--- src/rtl/calc_pkg.sv ---
// Shared types and constants for the calculator arithmetic sequencer.
package calc_pkg;

    localparam int CALC_WIDTH = 32;

    typedef enum logic [1:0] {
        OP_ADD = 2'b00,
        OP_SUB = 2'b01,
        OP_MUL = 2'b10,
        OP_DIV = 2'b11
    } calc_op_t;

    typedef enum logic [1:0] {
        IDLE = 2'b00,
        MUL  = 2'b01,
        DIV  = 2'b10,
        DONE = 2'b11
    } seq_state_t;

endpackage

--- src/rtl/calc_restoring_div.sv ---
// Restoring divider, one quotient bit per enable, MSB first.
// quotient/remainder present the values after the pending step, so the caller samples them on its last enable.
module calc_restoring_div #(
    parameter int WIDTH = 32
) (
    input  logic             clk,
    input  logic             rst_n,
    input  logic             load,
    input  logic             en,
    input  logic [WIDTH-1:0] dividend,
    input  logic [WIDTH-1:0] divisor,
    output logic [WIDTH-1:0] quotient,
    output logic [WIDTH-1:0] remainder
);

    logic [WIDTH-1:0] quo_q, rem_q, dvs_q;
    logic [WIDTH:0]   shifted, trial;

    always_comb begin
        shifted = {rem_q, quo_q[WIDTH-1]};
        trial   = shifted - {1'b0, dvs_q};
        if (trial[WIDTH]) begin
            remainder = shifted[WIDTH-1:0];
            quotient  = {quo_q[WIDTH-2:0], 1'b0};
        end else begin
            remainder = trial[WIDTH-1:0];
            quotient  = {quo_q[WIDTH-2:0], 1'b1};
        end
    end

    always_ff @(posedge clk or negedge rst_n) begin
        if (!rst_n) begin
            quo_q <= '0;
            rem_q <= '0;
            dvs_q <= '0;
        end else if (load) begin
            quo_q <= dividend;
            rem_q <= '0;
            dvs_q <= divisor;
        end else if (en) begin
            quo_q <= quotient;
            rem_q <= remainder;
        end
    end

endmodule

--- src/rtl/calc_op_sequencer.sv ---
// Multi-cycle add/sub/shift-add-mul/restoring-div sequencer with registered result and done pulse.
// Define CALC_DIV_EN to build the divider; otherwise op=11 reports an error like divide-by-zero.
//
// state | meaning
// IDLE  | ready=1, waiting for start
// MUL   | one shift-add step per cycle, WIDTH cycles
// DIV   | one restoring-division step per cycle, WIDTH cycles
// DONE  | done=1 for one cycle, then back to IDLE
module calc_op_sequencer
    import calc_pkg::*;
#(
    parameter int WIDTH = CALC_WIDTH
) (
    input  logic             clk,
    input  logic             reset_n,
    input  logic             start,
    input  logic [1:0]       op,
    input  logic [WIDTH-1:0] operand_a,
    input  logic [WIDTH-1:0] operand_b,
    output logic             ready,
    output logic             done,
    output logic [WIDTH-1:0] result,
    output logic [WIDTH-1:0] remainder,
    output logic             err
);

    localparam int CNT_W = $clog2(WIDTH) + 1;
    localparam logic [CNT_W-1:0] LAST = CNT_W'(WIDTH - 1);

    seq_state_t       state;
    logic [CNT_W-1:0] cnt;
    logic [WIDTH-1:0] mcand, hi, lo;
    logic [WIDTH:0]   mul_sum;

    // Product lives in {hi, lo}: lo starts as the multiplier and is shifted out LSB first.
    assign mul_sum = {1'b0, hi} + {1'b0, (lo[0] ? mcand : '0)};

`ifdef CALC_DIV_EN
    logic             div_load;
    logic [WIDTH-1:0] div_quo, div_rem;

    assign div_load = (state == IDLE) && start && (op == OP_DIV) && (operand_b != '0);

    calc_restoring_div #(.WIDTH(WIDTH)) u_div (
        .clk       (clk),
        .rst_n     (reset_n),
        .load      (div_load),
        .en        (state == DIV),
        .dividend  (operand_a),
        .divisor   (operand_b),
        .quotient  (div_quo),
        .remainder (div_rem)
    );
`endif

    always_ff @(posedge clk or negedge reset_n) begin
        if (!reset_n) begin
            state     <= IDLE;
            cnt       <= '0;
            mcand     <= '0;
            hi        <= '0;
            lo        <= '0;
            ready     <= 1'b1;
            done      <= 1'b0;
            result    <= '0;
            remainder <= '0;
            err       <= 1'b0;
        end else begin
            done <= 1'b0;
            case (state)
                IDLE: begin
                    if (start) begin
                        ready <= 1'b0;
                        cnt   <= '0;
                        case (op)
                            OP_ADD: begin
                                {err, result} <= {1'b0, operand_a} + {1'b0, operand_b};
                                remainder     <= '0;
                                done          <= 1'b1;
                                state         <= DONE;
                            end
                            OP_SUB: begin
                                result    <= operand_a - operand_b;
                                err       <= (operand_b > operand_a);
                                remainder <= '0;
                                done      <= 1'b1;
                                state     <= DONE;
                            end
                            OP_MUL: begin
                                mcand <= operand_a;
                                hi    <= '0;
                                lo    <= operand_b;
                                state <= MUL;
                            end
                            default: begin
`ifdef CALC_DIV_EN
                                if (operand_b != '0) begin
                                    state <= DIV;
                                end else begin
                                    result    <= '0;
                                    remainder <= '0;
                                    err       <= 1'b1;
                                    done      <= 1'b1;
                                    state     <= DONE;
                                end
`else
                                result    <= '0;
                                remainder <= '0;
                                err       <= 1'b1;
                                done      <= 1'b1;
                                state     <= DONE;
`endif
                            end
                        endcase
                    end
                end
                MUL: begin
                    hi  <= mul_sum[WIDTH:1];
                    lo  <= {mul_sum[0], lo[WIDTH-1:1]};
                    cnt <= cnt + CNT_W'(1);
                    if (cnt == LAST) begin
                        result    <= {mul_sum[0], lo[WIDTH-1:1]};
                        err       <= |mul_sum[WIDTH:1];
                        remainder <= '0;
                        done      <= 1'b1;
                        state     <= DONE;
                    end
                end
`ifdef CALC_DIV_EN
                DIV: begin
                    cnt <= cnt + CNT_W'(1);
                    if (cnt == LAST) begin
                        result    <= div_quo;
                        remainder <= div_rem;
                        err       <= 1'b0;
                        done      <= 1'b1;
                        state     <= DONE;
                    end
                end
`endif
                DONE: begin
                    ready <= 1'b1;
                    state <= IDLE;
                end
                default: begin
                    ready <= 1'b1;
                    state <= IDLE;
                end
            endcase
        end
    end

endmodule

--- config.mk ---
export PLATFORM = sky130hd
export DESIGN_NAME = calc_op_sequencer
export DESIGN_NICKNAME = d
export VERILOG_FILES = /design/src/rtl/calc_pkg.sv /design/src/rtl/calc_restoring_div.sv /design/src/rtl/calc_op_sequencer.sv
export SDC_FILE = /design/constraint.sdc
export NUM_CORES = 1
export LEC_CHECK = 0
export BUFFER_PORTS_ARGS = -buffer_cell sky130_fd_sc_hd__buf_2
export CORE_ASPECT_RATIO = 1.4
export CORE_MARGIN = 3
export CORE_UTILIZATION = 30
export DETAILED_ROUTE_END_ITERATION = 6
export GPL_ROUTABILITY_DRIVEN = 0
export GPL_TIMING_DRIVEN = 0
export PLACE_DENSITY = 0.48
export SLEW_MARGIN = 0
export SYNTH_ARGS = -nofsm -noshare
export SYNTH_HDL_FRONTEND = slang
export SYNTH_SLANG_ARGS = --single-unit
--- constraint.sdc ---
create_clock -name clk -period 5.7 [get_ports clk]
set_input_delay 1.14 -clock clk [delete_from_list [all_inputs] [get_ports clk]]
set_output_delay 1.14 -clock clk [all_outputs]
set_load 0.005 [all_outputs]
==> impl_metrics.tcl, run 1 <==
set metrics [dict create \
    status "finished, final reports clean" \
    drt_iter0_drc 608 \
    netlist_area_sq_mm 0.0111 \
    finalCritPeriodShare 0.765 \
    finalPower_mw 5.31 \
    min_period_ns 4.36 \
    synth_top_area_frac 0.312 \
    crit_arrival_ns 4.67 \
    cts_hold_buf 0 \
    post-route-drc-count 0 \
    required_ns 6.01 \
    totalWireLength_um 38400 \
    ys_top_cells_by_count "138 x dfrtp_1, 127 x a21oi_1, 124 x nor2_1" \
    slowest_delay_ns 0.62 \
    grt_max_degree 90 \
    pre_cts_slack_ns 1.06 \
    async_flop_share 1.00 \
    combinationalPowerShare 0.462 \
    fin_skew_ns 0.0128 \
    n_antenna_cell 0 \
    cpMaxStageDelayCell "or4_1" \
    cts_root_buf "clkbuf_16" \
    final_antenna_net_count 0 \
    start_util 0.307 \
    cts_tree "yes" \
    yosys.cell_types.count 79 \
    power_switching_mw 2.27 \
    grt_pass1_vias 10400 \
    row_count 82 \
    die_y_um 233 \
    fin_ws_ns 1.34 \
    clk_pin_slew_ns 0.07 \
    synth_area_per_cell_sq_um 8.29 \
    crit_chain "clkbuf_1 -> and2_1 -> ha_1 -> clkbuf_1 -> nand4_1 -> or4_1 -> nand4b_1 -> a31o_1 -> and3_4 -> o21ai_2 -> xnor2_1 -> or4b_1 -> nor4b_2 -> a41oi_1" \
    drive_above_1_share 0.153 \
    numCtsBuffers 17 \
    path_common_cell "clkbuf_1" \
    synth_edf_count 0 \
    setup-tns-final_ns 0 \
    io_pins 136 \
    p_per_area_mw_per_mm2 411 \
    yosys.area.top_type "dfrtp_1" \
    antenna_found_initial 0 \
    hold_path_class "flip-flop to flip-flop" \
    die_w_um 168 \
    slew_violations 0 \
    fmax_ghz 0.229 \
    internal-power_mw 3.04 \
    cp_top_family "simple AND/OR/NAND/NOR gates" \
    finish.instance_area_sq_mm 0.0129 \
    syn2layout_area_growth_pct 16.7 \
    wl_per_cell_um 19.6 \
    post-cts-setup-buffers 0 \
    ir_drop_mv 0.227 \
    place_hpwl_um 30700 \
    crit_buf_inv 2 \
    setup_viol 0 \
    synthTopCellsByArea "dfrtp_1 31%, ha_1 11%, a21oi_1 5.7%" \
    cap_violations 0 \
    clk_latency_ns 0.45 \
    final_util 0.358 \
    tightest_slew_ns 0.885 \
    synthCells 1336 \
    vias 10300 \
    grt.total_usage 0.195 \
    power_frac_seq 0.315 \
    dr.pass1.iters 5 \
    multi_input_area_sq_mm 0.00695 \
    ys.flop_type "dfrtp_1" \
    cts_buffer_depth 2 \
    regArea_sq_mm 0.00348 \
    cts_resized 0 \
    relSlewSlack 0.403 \
    die_area_sq_mm 0.0393 \
    ys_ff_latch 139 \
    yosysSeqAreaShare 0.314 \
    synth.most_common_cell "dfrtp_1" \
    placed_area_sq_mm 0.0123 \
    p_leak_nw 6.05 \
    swShare 0.428 \
    rsz0062_at_grt "no" \
    grt_pass1_wl_um 59000 \
    nNetsFinal 1659 \
    cts_num_sinks 139 \
    path_class "flip-flop to flip-flop" \
    cp-start-kind "flip-flop" \
    htree_levels 4 \
    avgViaCountPerCell 5.22 \
    ys_warn_count 0 \
    hold_viol_final 0 \
    power_frac_clock 0.224 \
    fillCellCount 3824 \
    grt.overflow.total 0 \
    crit_fanout 10 \
    coreArea_sq_mm 0.0361 \
    cp-end-kind "flip-flop" \
    io_buffers 103 \
]
-- power by group through the flow --
stage / clock network, mW / logic, mW / registers [mW]
global route: 1.25 / 2.75 / 1.72
finish: 1.19 / 2.45 / 1.67
CTS: 1.22 / 2.47 / 1.67
global placement: 0 / 2.44 / 1.67
detailed placement: 0 / 2.47 / 1.68
floorplan: 0 / 1.63 / 1.63
-- worst min-delay path, cell delays in order (launching register included) --
cell     delay [ns]
dfrtp_1        0.34
nand2_1        0.05
nand2_1        0.05
-- layer usage --
metal  track usage  up-vias  share of wire
li1              -     4990              -
met1         0.223     4936           0.40
met2         0.360      259           0.52
met3        0.0239       74          0.033
met4        0.0906        0          0.043
met5             0        -              0
-- through the flow --
step                instances  hold WS [ns]
finish                   1964         0.468
global route             1964         0.503
detailed placement       1933         0.456
CTS                      1964         0.475
floorplan                1367         0.442
global placement         1932         0.460
-- area by class of cell --
type / count / share of cell area
Multi-Input combinational cell: 1063 / 0.538
Timing Repair Buffer: 104 / 0.0425
Buffer: 98 / 0.0388
Clock buffer: 18 / 0.0340
Sequential cell: 139 / 0.269
Inverter: 67 / 0.0195
Tap cell: 462 / 0.0447
Clock inverter: 13 / 0.0129
-- kinds of logic (layout without fill, tap and decap cells) --
group	Yosys count	in the layout	synth area share
flops	139	139	0.314
xor+xnor	63	63	0.0498
other cells	1	32	0.000339
mux	45	45	0.0444
buf+inv	165	300	0.0680
fa+ha+maj	100	100	0.115
simple gates	411	411	0.174
compound gates	412	412	0.234
-- layout by cell type, fill, tap and decap left out, types with 5 or more instances in the layout --
master / netlist / routed
nand4_1: 12 / 12
o21ai_1: 10 / 10
clkbuf_16: 0 / 17
buf_2: 5 / 107
nor3_1: 16 / 16
a211oi_1: 9 / 9
o21a_1: 8 / 8
a21oi_1: 127 / 127
ha_1: 97 / 97
a41oi_1: 5 / 5
and2_1: 35 / 35
nand3_1: 45 / 45
nand2b_1: 14 / 14
nor2_1: 124 / 124
dfrtp_1: 138 / 138
o31ai_1: 6 / 6
and3_1: 8 / 8
a21o_1: 22 / 22
a21boi_0: 12 / 12
o21bai_1: 15 / 15
clkbuf_1: 56 / 56
inv_1: 64 / 64
nand2_1: 120 / 120
mux2i_1: 12 / 12
xnor2_1: 40 / 40
o21ai_0: 119 / 119
nor2b_1: 13 / 13
a31oi_1: 9 / 9
buf_4: 32 / 32
conb_1: 1 / 32
mux2_2: 33 / 33
o221ai_1: 12 / 12
o211ai_1: 13 / 13
xor2_1: 23 / 23
-- sequential cells by signal (all words and copies together), names as in the netlist --
name,cells
cnt,6
done,1
err,1
hi,32
lo,32
mcand,32
ready,1
result,32
state,2
-- final timing paths --
| path | start | to | slack [ns] | cells past startpoint |
|---|---|---|---|---|
| setup / recovery | lo[0]$_DFFE_PN0P_ | err$_DFFE_PN0P_ | 1.34 | 14 |
| hold / removal | result[16]$_DFFE_PN0P_ | result[16]$_DFFE_PN0P_ | 0.47 | 2 |
| setup reg to reg | lo[0]$_DFFE_PN0P_ | err$_DFFE_PN0P_ | 1.34 | 14 |
| hold reg to reg | result[16]$_DFFE_PN0P_ | result[16]$_DFFE_PN0P_ | 0.47 | 2 |
| max in group asynchronous | reset_n | cnt[3]$_DFFE_PN0P_ | 4.19 | 2 |
| min in group asynchronous | reset_n | result[10]$_DFFE_PN0P_ | 0.64 | 1 |
Note: power is estimated with default switching activity, not from simulation.
==> inputs of run 2 (changes only) <==
--- a/config.mk
+++ b/config.mk
@@ -5,6 +5,7 @@
 export SDC_FILE = /design/constraint.sdc
 export NUM_CORES = 1
 export LEC_CHECK = 0
+export ABC_AREA = 1
 export BUFFER_PORTS_ARGS = -buffer_cell sky130_fd_sc_hd__buf_2
 export CORE_ASPECT_RATIO = 1.4
 export CORE_MARGIN = 3
@@ -12,7 +13,7 @@
 export DETAILED_ROUTE_END_ITERATION = 6
 export GPL_ROUTABILITY_DRIVEN = 0
 export GPL_TIMING_DRIVEN = 0
-export PLACE_DENSITY = 0.48
+export PLACE_DENSITY = 0.49
 export SLEW_MARGIN = 0
 export SYNTH_ARGS = -nofsm -noshare
 export SYNTH_HDL_FRONTEND = slang
==> constraint.sdc (replaced) <==
create_clock -name clk -period 3.5 [get_ports clk]
set_input_delay 0.7 -clock clk [delete_from_list [all_inputs] [get_ports clk]]
set_output_delay 0.7 -clock clk [all_outputs]
set_load 0.005 [all_outputs]
==> impl_metrics.tcl, run 2 <==
set metrics [dict create \
    status "finished, final reports clean" \
    slew_violations 0 \
    synth_compound_area_frac 0.176 \
    synth_top_family_by_area "simple AND/OR/NAND/NOR gates" \
    final_common_cell "nand2_1" \
    hold_path_class "primary input to asynchronous set/reset pin" \
    crit_fanout 10 \
    rsz0062_at_grt "no" \
    antenna_found_initial 0 \
    clk_pin_slew_ns 0.06 \
    grt_pass1_wl_um 76600 \
    yosysSeqAreaShare 0.265 \
    cts_root_buf "clkbuf_16" \
    syn2layout_area_growth_pct 14.6 \
    synth_xor_xnor_area_share 0.00401 \
    crit_arrival_ns 3.43 \
    totalWireLength_um 50600 \
    cp-start-kind "flip-flop" \
    required_ns 3.81 \
    yosys.cell_types.count 52 \
    synthTopCellsByArea "dfrtp_1 26%, nand2_1 17%, ha_1 9.3%" \
    placed_area_sq_mm 0.0145 \
    post-route-drc-count 0 \
    die_w_um 183 \
    fmax_ghz 0.321 \
    regArea_sq_mm 0.00348 \
    synth-simple-area-share 0.333 \
    relSlewSlack 0.475 \
    cap_violations 0 \
    min_period_ns 3.12 \
    netlist_area_sq_mm 0.0131 \
    hold_viol_final 0 \
    grt.overflow.total 0 \
    multi_input_area_sq_mm 0.00811 \
    io_buffers 103 \
    clk_latency_ns 0.42 \
    synth_mux_area_frac 0 \
    synth_area_per_cell_sq_um 6.38 \
    finalCritPeriodShare 0.890 \
    place_hpwl_um 42500 \
    fillCellCount 4782 \
    htree_levels 4 \
    r2r_start "lo[0]$_DFFE_PN0P_" \
    n_antenna_cell 0 \
    finish.instance_area_sq_mm 0.0150 \
    numCtsBuffers 17 \
    grt.total_usage 0.215 \
    setup_viol 0 \
    final_cell_mix "593 x nand2_1, 259 x inv_1, 239 x nor2_1" \
    tightest_slew_ns 0.788 \
    synth_edf_count 0 \
    synthAdderAreaFrac 0.0971 \
    drive_above_1_share 0.138 \
    final_antenna_net_count 0 \
    path_class "flip-flop to flip-flop" \
    synth.most_common_cell "nand2_1" \
    fin_skew_ns 0.00773 \
    coreArea_sq_mm 0.0431 \
    yosys.area.top_type "dfrtp_1" \
    vias 13700 \
    ys_ff_latch 139 \
    die_area_sq_mm 0.0463 \
    cp-startpoint "lo[0]$_DFFE_PN0P_" \
    row_count 90 \
    ys.flop_type "dfrtp_1" \
    io_pins 136 \
    wl_per_cell_um 18.3 \
    start_util 0.304 \
    ir_drop_mv 0.390 \
    ys_warn_count 0 \
    p_leak_nw 7.91 \
    grt_max_degree 94 \
    setup-tns-final_ns 0 \
    synthCells 2055 \
    async_flop_share 1.00 \
    grt_pass1_vias 13600 \
    dr.pass1.iters 5 \
    cts_num_sinks 139 \
    avgViaCountPerCell 4.96 \
    cts_tree "yes" \
    die_y_um 253 \
    cp-end-kind "flip-flop" \
    p_per_area_mw_per_mm2 583 \
    placedCellCount 2742 \
    drt_iter0_drc 815 \
    ys_top_cells_by_count "593 x nand2_1, 259 x inv_1, 239 x nor2_1" \
    cts_buffer_depth 2 \
    final_cells 2771 \
    nNetsFinal 2377 \
    synth_top_area_frac 0.263 \
]
run 2: worst paths after layout:
path	end	slack (ns)	cells after the start
worst min register to register	mcand[30]$_DFFE_PN0P_	0.48	2
max in group asynchronous	ready$_DFFE_PN1P_	2.40	2
min in group clk	mcand[30]$_DFFE_PN0P_	0.48	2
worst max register to register	err$_DFFE_PN0P_	0.38	21
worst max-delay path	err$_DFFE_PN0P_	0.38	21
worst min-delay path	hi[28]$_DFFE_PN0P_	0.20	1
run 2: power breakdown:
group	internal, mW	switching (mW)	leakage [nW]
Sequential	2.27	0.446	1.76
Combinational	1.41	2.88	5.88
Clock	1.07	0.694	0.278
run 2: kinds of logic after synthesis:
| kind of cell | Yosys count |
|---|---|
| and+or+nand+nor | 1041 |
| buffers and inverters | 385 |
| AOI/OAI and AO/OA | 383 |
| DFF | 139 |
| adders and majority gates | 100 |
| xor gates and xnor gates | 6 |
| other | 1 |
run 2: area by class of cell:
class / count / area share
buffer: 92 / 0.0361
multi-input combinational: 1562 / 0.540
sequential: 139 / 0.232
clock inverter: 9 / 0.00649
timing repair buffer: 104 / 0.0365
inverter: 292 / 0.0729
clock buffer: 21 / 0.0306
tap: 552 / 0.0460
run 2: through the flow:
| stage | worst slack (ns) | total power [mW] | hold WS, ns | utilization |
|---|---|---|---|---|
| 6_report | 0.385 | 8.76 | 0.204 | 0.348 |
| 5_1_grt | 0.111 | 9.42 | 0.225 | 0.348 |
| 4_1_cts | 0.153 | 8.81 | 0.215 | 0.348 |
| 3_5_place_dp | -0.0433 | 7.01 | 0.467 | 0.335 |
| 3_3_place_gp | -0.450 | 6.96 | 0.462 | 0.335 |
| 2_1_floorplan | 0.950 | 5.38 | 0.404 | - |
run 2: what timing repair did:
action,4_1_cts,5_1_grt
setup buffers,0,0
setup endpoints to repair,1,1
hold buffers,0,0
resized for setup,1,4
run 2: layer usage:
metal	up-vias	share of wire	GRT usage
li1	6879	-	-
met3	108	0.033	0.0148
met1	6355	0.39	0.237
met4	0	0.052	0.108
met5	-	0	0
met2	391	0.53	0.410
run 2: worst max-delay path: stages, from the launching register on:
cell and delay (ns):
dfrtp_1 0.46, clkbuf_4 0.24, nand2_1 0.08, inv_1 0.04, ha_1 0.23, fa_1 0.44
nand2_1 0.13, nand2_2 0.10, nand3_2 0.09, nand2_2 0.06, nand2_1 0.11, nand2_1 0.12
nand2_2 0.11, nand2_2 0.06, nand2_1 0.09, nand3_1 0.07, nand2_1 0.10, nand2_1 0.06
nor2_1 0.18, nand3_1 0.13, nand2_1 0.07, nand2_1 0.04
==> inputs of run 3 (changes only) <==
--- a/config.mk
+++ b/config.mk
@@ -5,7 +5,7 @@
 export SDC_FILE = /design/constraint.sdc
 export NUM_CORES = 1
 export LEC_CHECK = 0
-export ABC_AREA = 1
+export ABC_AREA = 0
 export BUFFER_PORTS_ARGS = -buffer_cell sky130_fd_sc_hd__buf_2
 export CORE_ASPECT_RATIO = 1.4
 export CORE_MARGIN = 3
@@ -14,7 +14,7 @@
 export GPL_ROUTABILITY_DRIVEN = 0
 export GPL_TIMING_DRIVEN = 0
 export PLACE_DENSITY = 0.49
-export SLEW_MARGIN = 0
+export SLEW_MARGIN = 25
 export SYNTH_ARGS = -nofsm -noshare
 export SYNTH_HDL_FRONTEND = slang
 export SYNTH_SLANG_ARGS = --single-unit
==> impl_metrics.tcl, run 3 (same netlist as run 1, synthesis figures left out) <==
set metrics [dict create \
    use_met2 0.363 \
    cp_top_family "compound AO/OA/AOI/OAI gates" \
    finish.instance_area_sq_mm 0.0134 \
    cp-start-kind "flip-flop" \
    cts_root_buf "clkbuf_16" \
    io_buffers 103 \
    syn2layout_area_growth_pct 21.3 \
    slew_violations 0 \
    min_period_ns 3.81 \
    status "finished, violations left" \
    finalPower_mw 9.03 \
    antenna_found_initial 0 \
    grt_max_degree 78 \
    rsz0062_at_grt "yes" \
    setup_viol 1 \
    p_leak_nw 6.22 \
    die_y_um 233 \
    finalCritPeriodShare 1.09 \
    cts_buffer_depth 2 \
    pre_cts_slack_ns -0.751 \
    hold_path_class "primary input to asynchronous set/reset pin" \
    holdWs_ns 0.188 \
    met1_usage 0.226 \
    cp-end-kind "flip-flop" \
    die_area_sq_mm 0.0393 \
    fmax_ghz 0.262 \
    fillCellCount 3817 \
    placedCellCount 1933 \
    crit_fanout 5 \
    final_antenna_net_count 0 \
    drt_iter0_drc 557 \
    coreArea_sq_mm 0.0361 \
    cpMaxStageDelayCell "or4b_4" \
    wl_per_cell_um 19.6 \
    io_pins 136 \
    dr.pass1.iters 5 \
    post-route-drc-count 0 \
    place_hpwl_um 30700 \
    n_antenna_cell 0 \
    numCtsBuffers 17 \
    crit_chain "buf_6 -> and2_4 -> ha_4 -> fa_2 -> a21o_1 -> o2bb2ai_4 -> o311ai_4 -> nor2_2 -> o21ai_1 -> a31oi_2 -> xnor2_2 -> nand4_1 -> or4b_4 -> nor4b_2 -> a41oi_1" \
    vias 10300 \
    cts_tree "yes" \
    path_class "flip-flop to flip-flop" \
    required_ns 3.81 \
    placed_area_sq_mm 0.0123 \
    ir_drop_mv 0.402 \
    grt_pass1_vias 10700 \
    cap_violations 0 \
    grt.total_usage 0.198 \
    tightest_slew_ns 0.926 \
    final_cells 1978 \
    final_cell_mix "137 x dfrtp_1, 123 x nor2_1, 120 x nand2_1" \
    clk_latency_ns 0.45 \
    fin_skew_ns 0.0105 \
    slowest_delay_ns 0.53 \
    clk_pin_slew_ns 0.07 \
    htree_levels 4 \
    nNetsFinal 1672 \
    start_util 0.307 \
    row_count 82 \
    final_util 0.372 \
    setup-tns-final_ns -0.312 \
    crit_buf_inv 1 \
    p_per_area_mw_per_mm2 672 \
    hold_viol_final 0 \
    totalWireLength_um 38800 \
    drive_above_1_share 0.201 \
    use_met3 0.0223 \
    busiest_layer "met2" \
    relSlewSlack 0.374 \
    multi_input_area_sq_mm 0.00729 \
    avgViaCountPerCell 5.20 \
    grt_pass1_wl_um 60300 \
    crit_arrival_ns 4.12 \
    cts_num_sinks 139 \
    violations "setup timing" \
    cts_hold_buf 0 \
    die_w_um 168 \
    final_common_cell "dfrtp_1" \
    grt.overflow.total 0 \
    regArea_sq_mm 0.00348 \
    fin_ws_ns -0.312 \
]
==> run 3: worst paths after layout <==
check                                       start                endpoint  slack (ns)  cells past startpoint
max                             lo[0]$_DFFE_PN0P_         err$_DFFE_PN0P_       -0.31                     15
min                                       reset_n   result[8]$_DFFE_PN0P_        0.19                      1
max reg2reg                     lo[0]$_DFFE_PN0P_         err$_DFFE_PN0P_       -0.31                     15
min reg2reg                result[16]$_DFFE_PN0P_  result[16]$_DFFE_PN0P_        0.47                      2
max in group asynchronous                 reset_n    state[1]$_DFFE_PN0P_        2.51                      2
min in group clk           result[16]$_DFFE_PN0P_  result[16]$_DFFE_PN0P_        0.47                      2
==> run 3: cell type report <==
class | count | share of cell area
clock inverters | 14 | 0.0155
clock buffers | 18 | 0.0327
flip-flops and latches | 139 | 0.259
well taps | 462 | 0.0430
multi-input cells | 1063 | 0.543
inverters | 67 | 0.0187
plain buffers | 95 | 0.0375
repair buffers | 120 | 0.0504
==> run 3: what timing repair did <==
item / 4_1_cts / 5_1_grt
endpoints found under the hold margin: 0 / 0
buffers inserted: 7 / 9
resized for setup: 23 / 60
setup endpoints to repair: 13 / 17
pin swaps: 9 / 20
==> run 3: routing by layer <==
layer  share of wire  wire length [um]  up-vias
li1                -                 -     4994
met1            0.41             15800     4915
met2            0.52             20000      296
met3           0.031              1200       89
met4           0.046              1800        0
met5               0                 0        -
==> run 3: power by group <==
| group | switching [mW] | leakage (nW) | internal [mW] |
|---|---|---|---|
| logic | 2.63 | 4.14 | 1.63 |
| clock network | 0.824 | 0.315 | 1.23 |
| registers | 0.396 | 1.76 | 2.32 |
